==> config.mk <==
export PLATFORM = sky130hd
export DESIGN_NAME = store_buffer_flat
export DESIGN_NICKNAME = d
export VERILOG_FILES = /design/src/rtl/store_buffer_if.sv /design/src/rtl/store_buffer.sv /design/src/flat_wrapper.sv
export SDC_FILE = /design/constraint.sdc
export NUM_CORES = 1
export LEC_CHECK = 0
export ABC_AREA = 1
export CAP_MARGIN = 20
export CORE_MARGIN = 4
export CORE_UTILIZATION = 46
export CTS_CLUSTER_SIZE = 12
export DETAILED_ROUTE_END_ITERATION = 10
export PLACE_DENSITY = 0.75
export SLEW_MARGIN = 40
export SYNTH_ARGS = -nofsm -noshare
export SYNTH_HDL_FRONTEND = slang
export SYNTH_SLANG_ARGS = --single-unit
==> constraint.sdc <==
create_clock -name clk -period 5.3 [get_ports clk]
set_input_delay 0.53 -clock clk [delete_from_list [all_inputs] [get_ports clk]]
set_output_delay 0.53 -clock clk [all_outputs]
set_load 0.005 [all_outputs]
==> src/rtl/store_buffer_if.sv <==
// Pipeline-side and memory-side signals of the store buffer.
// Handshake: a store or load request offered while stall is high is not
// consumed and must be re-offered. A drain write completes at every rising
// edge where dm_write_enable is high, and dm_write_enable already includes
// dm_ready.
interface store_buffer_if;
  logic        st_valid;
  logic [31:0] st_addr;
  logic [31:0] st_data;
  logic [1:0]  st_size;
  logic        ld_valid;
  logic [31:0] ld_addr;
  logic        stall;
  logic        st_misalign;
  logic        sb_empty;
  logic        dm_ready;
  logic        dm_write_enable;
  logic [31:0] dm_write_addr;
  logic [31:0] dm_write_data;
  logic [1:0]  dm_mem_size;

  // Pipeline and memory side: drives requests and dm_ready.
  modport master (
    output st_valid, st_addr, st_data, st_size, ld_valid, ld_addr, dm_ready,
    input  stall, st_misalign, sb_empty,
    input  dm_write_enable, dm_write_addr, dm_write_data, dm_mem_size
  );

  // Store buffer side.
  modport slave (
    input  st_valid, st_addr, st_data, st_size, ld_valid, ld_addr, dm_ready,
    output stall, st_misalign, sb_empty,
    output dm_write_enable, dm_write_addr, dm_write_data, dm_mem_size
  );
endinterface

==> src/rtl/store_buffer.sv <==
// In-order store queue between the MEM stage and the data memory write port.
// Stores are accepted without waiting on memory and drained oldest first, one
// per cycle. The MEM stage is stalled when the queue is full, or when a load
// hits a pending store at word granularity. Stores are never forwarded to loads.
module store_buffer #(
  parameter int DEPTH = 4,
  parameter int PTR_W = 2,
  parameter int IDX_W = 10
) (
  input logic          clk,
  input logic          rst,
  store_buffer_if.slave sb
);

  localparam logic [PTR_W:0] FULL_CNT = (PTR_W + 1)'(DEPTH);

  // Entry storage.
  logic [31:0]      r_addr  [DEPTH];
  logic [31:0]      r_data  [DEPTH];
  logic [1:0]       r_size  [DEPTH];
  logic [DEPTH-1:0] r_valid;

  // Queue control.
  logic [PTR_W-1:0] r_wr_ptr;
  logic [PTR_W-1:0] r_rd_ptr;
  logic [PTR_W:0]   r_count;
  logic             r_misalign;

  logic w_run;
  logic w_head_valid;
  logic w_misaligned;
  logic w_aligned_st;
  logic w_full_stall;
  logic w_ld_hit;
  logic w_hazard_stall;
  logic w_stall;
  logic w_enq;
  logic w_deq;
  logic w_show_head;
  logic w_unused_ld;

  // Only the word-index bits of the load address take part in the compare.
  assign w_unused_ld = ^{sb.ld_addr[31:IDX_W], sb.ld_addr[1:0]};

  // Outputs are forced idle for as long as reset is held low, even before the
  // first reset edge has cleared the registers.
  assign w_run        = rst;
  assign w_head_valid = (r_count != '0);

  // Alignment rules by access size; size 11 is always rejected.
  always_comb begin
    w_misaligned = 1'b0;
    case (sb.st_size)
      2'b00:   w_misaligned = 1'b0;
      2'b01:   w_misaligned = sb.st_addr[0];
      2'b10:   w_misaligned = (sb.st_addr[1:0] != 2'b00);
      default: w_misaligned = 1'b1;
    endcase
  end

  assign w_aligned_st = sb.st_valid && !w_misaligned;

  // A dropped (misaligned) store never waits on a full queue. No full-bypass:
  // a dequeue in the same cycle does not free the slot early.
  assign w_full_stall = w_aligned_st && (r_count == FULL_CNT);

  // Word-granularity hazard compare against every live entry, head included.
  always_comb begin
    w_ld_hit = 1'b0;
    for (int i = 0; i < DEPTH; i++) begin
      if (r_valid[i] && (r_addr[i][IDX_W-1:2] == sb.ld_addr[IDX_W-1:2])) begin
        w_ld_hit = 1'b1;
      end
    end
  end

  // A load presented together with a store is ignored.
  assign w_hazard_stall = sb.ld_valid && !sb.st_valid && w_ld_hit;

  assign w_stall     = w_run && (w_full_stall || w_hazard_stall);
  assign w_deq       = w_run && w_head_valid && sb.dm_ready;
  assign w_enq       = w_run && w_aligned_st && !w_stall;
  assign w_show_head = w_run && w_head_valid;

  assign sb.stall           = w_stall;
  assign sb.st_misalign     = r_misalign;
  assign sb.sb_empty        = !w_run || !w_head_valid;
  assign sb.dm_write_enable = w_deq;
  assign sb.dm_write_addr   = w_show_head ? r_addr[r_rd_ptr] : 32'h0;
  assign sb.dm_write_data   = w_show_head ? r_data[r_rd_ptr] : 32'h0;
  assign sb.dm_mem_size     = w_show_head ? r_size[r_rd_ptr] : 2'b00;

  // Payload capture at the tail; payload needs no reset since valid bits gate it.
  always_ff @(posedge clk) begin
    if (w_enq) begin
      r_addr[r_wr_ptr] <= sb.st_addr;
      r_data[r_wr_ptr] <= sb.st_data;
      r_size[r_wr_ptr] <= sb.st_size;
    end
  end

  // Pointer, occupancy, valid-bit and misalign-pulse update.
  always_ff @(posedge clk) begin
    if (!rst) begin
      r_wr_ptr   <= '0;
      r_rd_ptr   <= '0;
      r_count    <= '0;
      r_valid    <= '0;
      r_misalign <= 1'b0;
    end else begin
      r_misalign <= sb.st_valid && w_misaligned;
      if (w_deq) begin
        r_rd_ptr           <= r_rd_ptr + 1'b1;
        r_valid[r_rd_ptr]  <= 1'b0;
      end
      // Enqueue never targets the head slot being drained: when both happen
      // the queue is neither empty nor full, so the pointers differ.
      if (w_enq) begin
        r_wr_ptr           <= r_wr_ptr + 1'b1;
        r_valid[r_wr_ptr]  <= 1'b1;
      end
      case ({w_enq, w_deq})
        2'b10:   r_count <= r_count + 1'b1;
        2'b01:   r_count <= r_count - 1'b1;
        default: r_count <= r_count;
      endcase
    end
  end

endmodule

==> src/flat_wrapper.sv <==
// flat-port wrapper written by rule: the top's interface ports become plain ports
module store_buffer_flat 
#(
  parameter int DEPTH = 4,
  parameter int PTR_W = 2,
  parameter int IDX_W = 10
)
  (clk, rst, sb_st_valid, sb_st_addr, sb_st_data, sb_st_size, sb_ld_valid, sb_ld_addr, sb_dm_ready, sb_stall, sb_st_misalign, sb_sb_empty, sb_dm_write_enable, sb_dm_write_addr, sb_dm_write_data, sb_dm_mem_size);
  store_buffer_if sb_i ();
  input logic clk;
  input logic rst;
  input wire logic [$bits(sb_i.st_valid)-1:0] sb_st_valid;
  input wire logic [$bits(sb_i.st_addr)-1:0] sb_st_addr;
  input wire logic [$bits(sb_i.st_data)-1:0] sb_st_data;
  input wire logic [$bits(sb_i.st_size)-1:0] sb_st_size;
  input wire logic [$bits(sb_i.ld_valid)-1:0] sb_ld_valid;
  input wire logic [$bits(sb_i.ld_addr)-1:0] sb_ld_addr;
  input wire logic [$bits(sb_i.dm_ready)-1:0] sb_dm_ready;
  output wire logic [$bits(sb_i.stall)-1:0] sb_stall;
  output wire logic [$bits(sb_i.st_misalign)-1:0] sb_st_misalign;
  output wire logic [$bits(sb_i.sb_empty)-1:0] sb_sb_empty;
  output wire logic [$bits(sb_i.dm_write_enable)-1:0] sb_dm_write_enable;
  output wire logic [$bits(sb_i.dm_write_addr)-1:0] sb_dm_write_addr;
  output wire logic [$bits(sb_i.dm_write_data)-1:0] sb_dm_write_data;
  output wire logic [$bits(sb_i.dm_mem_size)-1:0] sb_dm_mem_size;
  assign sb_i.st_valid = sb_st_valid;
  assign sb_i.st_addr = sb_st_addr;
  assign sb_i.st_data = sb_st_data;
  assign sb_i.st_size = sb_st_size;
  assign sb_i.ld_valid = sb_ld_valid;
  assign sb_i.ld_addr = sb_ld_addr;
  assign sb_i.dm_ready = sb_dm_ready;
  assign sb_stall = sb_i.stall;
  assign sb_st_misalign = sb_i.st_misalign;
  assign sb_sb_empty = sb_i.sb_empty;
  assign sb_dm_write_enable = sb_i.dm_write_enable;
  assign sb_dm_write_addr = sb_i.dm_write_addr;
  assign sb_dm_write_data = sb_i.dm_write_data;
  assign sb_dm_mem_size = sb_i.dm_mem_size;
  store_buffer #(.DEPTH(DEPTH), .PTR_W(PTR_W), .IDX_W(IDX_W)) u_core (.clk(clk), .rst(rst), .sb(sb_i));
endmodule
==> metrics <==
result of the run=completed; post-synth top area share=a little over two thirds; total number of clock tree sinks=278; chip width=about 170 µm; grt met2 use=around a third; Post-Syn Nets=approximately 1,100; Root Buffer=sky130_fd_sc_hd__clkbuf_16; grt met1 use=23.0%; die outline area=approximately 27,000 µm²; via count of the routed design=7,656; max-cap viol count=0; Req. time, crit path=around 4.8 ns; number of global-route vias before repair=7,531; Clock Skew=0.0276 ns; number of enable flip-flop cells after synthesis=about 260; post-CTS setup-driven buffer insertion count=0; Clock Power Share=between 40% and 50%; number of CTS-inserted buffers=29; Sum Neg Setup Slack=0 ns; remaining max-slew budget at the tightest pin=47.5%; actual transition at the worst max-transition pin=slightly below 0.8 ns; grt peak-use layer=met2; top post-synthesis cells by area=sky130_fd_sc_hd__edfxtp_1 (70%), sky130_fd_sc_hd__nor2_1 (8.8%), sky130_fd_sc_hd__o21ai_0 (6.0%); Seq cells post-synth=around 280; Setup Crit Path Kind=flip-flop to output port; number of cells upsized or downsized after cts=0; fraction of power consumed by sequential logic=51.9%; Remaining Overflow, GRT=0; logic gate share of total power=under 10%; number of inserted filler cells in the final layout=a little under 2,000; average wire per cell in the routed design=around 17 µm; internal power summed over all cells=~0.0038 W; reg-to-reg setup timing slack=about 2.5 ns; worst skew pair latency=0.54 ns; Post-DRT Antenna Nets=0; Finished Cell Area=~14,000 µm²; Unique masters post-synth=28; Clk pin slew, worst setup/hold paths=roughly 0.05 ns; asr flop ratio synth=0%; fraction of final layout cells with drive strength greater than 1=6.28%; total routing resource utilization after global routing=between 10% and 20%; maximum number of pins on one net before global-route repair=73; routed vias/inst=5.20; final critical path time including I/O delays and setup=between 3 and 4 ns; Synth Area per Inst=between 10 and 15 µm²; cell area after synthesis=11,400 µm²; switching power share of the total=around a fifth; yosys synthesis warning count=0; startpoint type of the worst setup path=flip-flop; antenna diode instance count=0; initial standard-cell utilization of the core=between 40% and 50%; share of the core filled with cells in the final layout=between 50 and 60%; Area growth syn-to-layout=24.1%; met3 capacity usage during global routing=under 10%; critical path endpoint=sb_dm_write_addr[9]; wirelength, routed=around 25,000 µm; violation count after the first detailed-routing iteration=around 550; hold buffers post-CTS=0; number of antenna violations at the first check in global routing=0; PortBufs=approximately 150; PwrDens=around 330 nW/µm²; HPWL after detailed placement=15,000 µm; Worst EP arrival=3.12 ns; Worst setup EP type=output port; number of remaining DRC errors=0; die height=about 170 µm; final hold violation count=0; VDD IR-drop max=roughly 0.32 mV; setup repair after global routing missed its margin=no; switching power summed over all nets=~0.00096 W; buffer levels on the longest clock path=3; FF-to-FF path depth=9; instance count of the mapped netlist=roughly 1,000; fraction of the cycle the final worst path needs=68.9%; fmax=between 200 and 300 MHz; gp weighted congestion=0.818; first-pass GRT wire length=roughly 39,000 µm; capture instance of the worst register-to-register path=u_core.r_addr[1][13]$_DFFE_PP_; pins over their slew limit=0; placement-stage cell area=roughly 13,000 µm²; worst hold-check path type=flip-flop to flip-flop; H-tree levels=1; Core Box Area=between 20,000 and 25,000 µm²; first drt pass iteration count=6; register area share after synthesis=between 70% and 80%; Crit Path Max Fanout=between 40 and 50; layout net count=between 1,000 and 1,500; count of standard-cell rows=between 50 and 60; TritonCTS clock tree=done; leakage power total=approximately 4.9 nW; setup-violating endpoint count in the final report=0; Yosys top cell by area=sky130_fd_sc_hd__edfxtp_1; worst setup slack after placement=approximately 1.7 ns; launch point of the worst reg-to-reg path=u_core.r_addr[1][4]$_DFFE_PP_; post-route setup slack=approximately 1.6 ns; final-layout worst hold slack=0.469 ns; # IOs=173; most frequently used flop master after synthesis=sky130_fd_sc_hd__edfxtp_1
cells by family after synthesis:
group           count (synthesis)  synth area share (%)
xor+xnor                        7                 0.538
flops                         278                  72.1
buf+inv                        98                  3.43
simple gates                  355                  12.2
fa+ha+maj                      10                  1.16
compound gates                238                  10.6
worst max-delay path: stages, from the launching register on:
cell,delay [ns]
sky130_fd_sc_hd__dfxtp_4,0.66
sky130_fd_sc_hd__clkinv_2,0.42
sky130_fd_sc_hd__buf_4,0.38
sky130_fd_sc_hd__a21oi_1,0.16
sky130_fd_sc_hd__o21ai_0,0.11
sky130_fd_sc_hd__a21oi_1,0.27
sky130_fd_sc_hd__clkdlybuf4s50_1,0.56
final cells by class:
type                       instances  area, µm²  area share [%]
sequential                       278       8210            58.1
multi-input combinational        610       2790            19.8
timing repair buffer             163       1620            11.4
clock buffer                      40        798            5.65
tap                              324        405            2.87
inverter                          49        193            1.36
clock inverter                     7        115           0.814
synth_stat cells, types with 5 or more instances:
cell type / count
sky130_fd_sc_hd__nor2_1: 266
sky130_fd_sc_hd__inv_2: 7
sky130_fd_sc_hd__nand2_1: 69
sky130_fd_sc_hd__nand3_1: 7
sky130_fd_sc_hd__nand4_1: 6
sky130_fd_sc_hd__ha_1: 9
sky130_fd_sc_hd__buf_1: 5
sky130_fd_sc_hd__o21ai_0: 137
sky130_fd_sc_hd__edfxtp_1: 264
sky130_fd_sc_hd__inv_1: 42
sky130_fd_sc_hd__buf_2: 18
sky130_fd_sc_hd__a21oi_1: 94
sky130_fd_sc_hd__clkbuf_1: 26
sky130_fd_sc_hd__xnor2_1: 6
sky130_fd_sc_hd__dfxtp_1: 14
how the worst min path moves through the flow:
stage                                            start                           end  slack (ns)  cells past startpoint
final                     u_core.r_valid[2]$_SDFF_PN0_  u_core.r_valid[2]$_SDFF_PN0_        0.47                      2
after global routing      u_core.r_valid[0]$_SDFF_PN0_  u_core.r_valid[0]$_SDFF_PN0_        0.50                      2
after CTS                 u_core.r_valid[3]$_SDFF_PN0_  u_core.r_valid[3]$_SDFF_PN0_        0.47                      2
after detailed placement  u_core.r_valid[3]$_SDFF_PN0_  u_core.r_valid[3]$_SDFF_PN0_        0.46                      2
after global placement    u_core.r_valid[2]$_SDFF_PN0_  u_core.r_valid[2]$_SDFF_PN0_        0.46                      2
after floorplan           u_core.r_valid[1]$_SDFF_PN0_  u_core.r_valid[1]$_SDFF_PN0_        0.44                      2
routing by layer:
layer	vias to the layer above	wire length, µm
met2	239	12500
met3	38	2070
met5	-	0
met4	0	565
li1	3723	-
met1	3656	10300
power groups by stage:
stage               Sequential (W)  Clock (W)  Combinational, W
floorplan                  0.00249          0          0.000149
global placement           0.00249          0          0.000315
detailed placement         0.00250          0          0.000324
CTS                        0.00245    0.00199          0.000327
global route               0.00245    0.00208          0.000360
finish                     0.00245    0.00195          0.000325
per-stage QoR:
step	cells	power, W
6_report	1471	0.00472
5_1_grt	1471	0.00489
4_1_cts	1471	0.00476
3_5_place_dp	1424	0.00282
3_3_place_gp	1423	0.00281
2_1_floorplan	986	0.00264
cells in the final DEF (no fill, tap or decap), drive strengths merged:
master,synthesis,routed
nor4,1,1
o21ai,140,140
nand4,6,6
clkinv,0,7
a21boi,2,2
inv,49,45
xnor2,6,6
clkdlybuf4s50,0,148
nand2,70,70
ha,9,9
nand3,8,8
clkbuf,26,40
dfxtp,14,14
xor2,1,1
bufinv,0,3
o21a,2,2
a21oi,94,94
clkinvlp,0,1
nor3,2,2
fa,1,1
buf,23,15
nor2,268,268
edfxtp,264,264
sequential cells by signal (all words and copies together) (netlist names), named ones only:
register and cells:
u_core.r_rd_ptr 2, u_core.r_data 128, u_core.r_count 3, u_core.r_wr_ptr 2
u_core.sb.st_misalign 1, u_core.r_valid 4, u_core.r_size 8, u_core.r_addr 128
(Power assumes the default switching activity.)
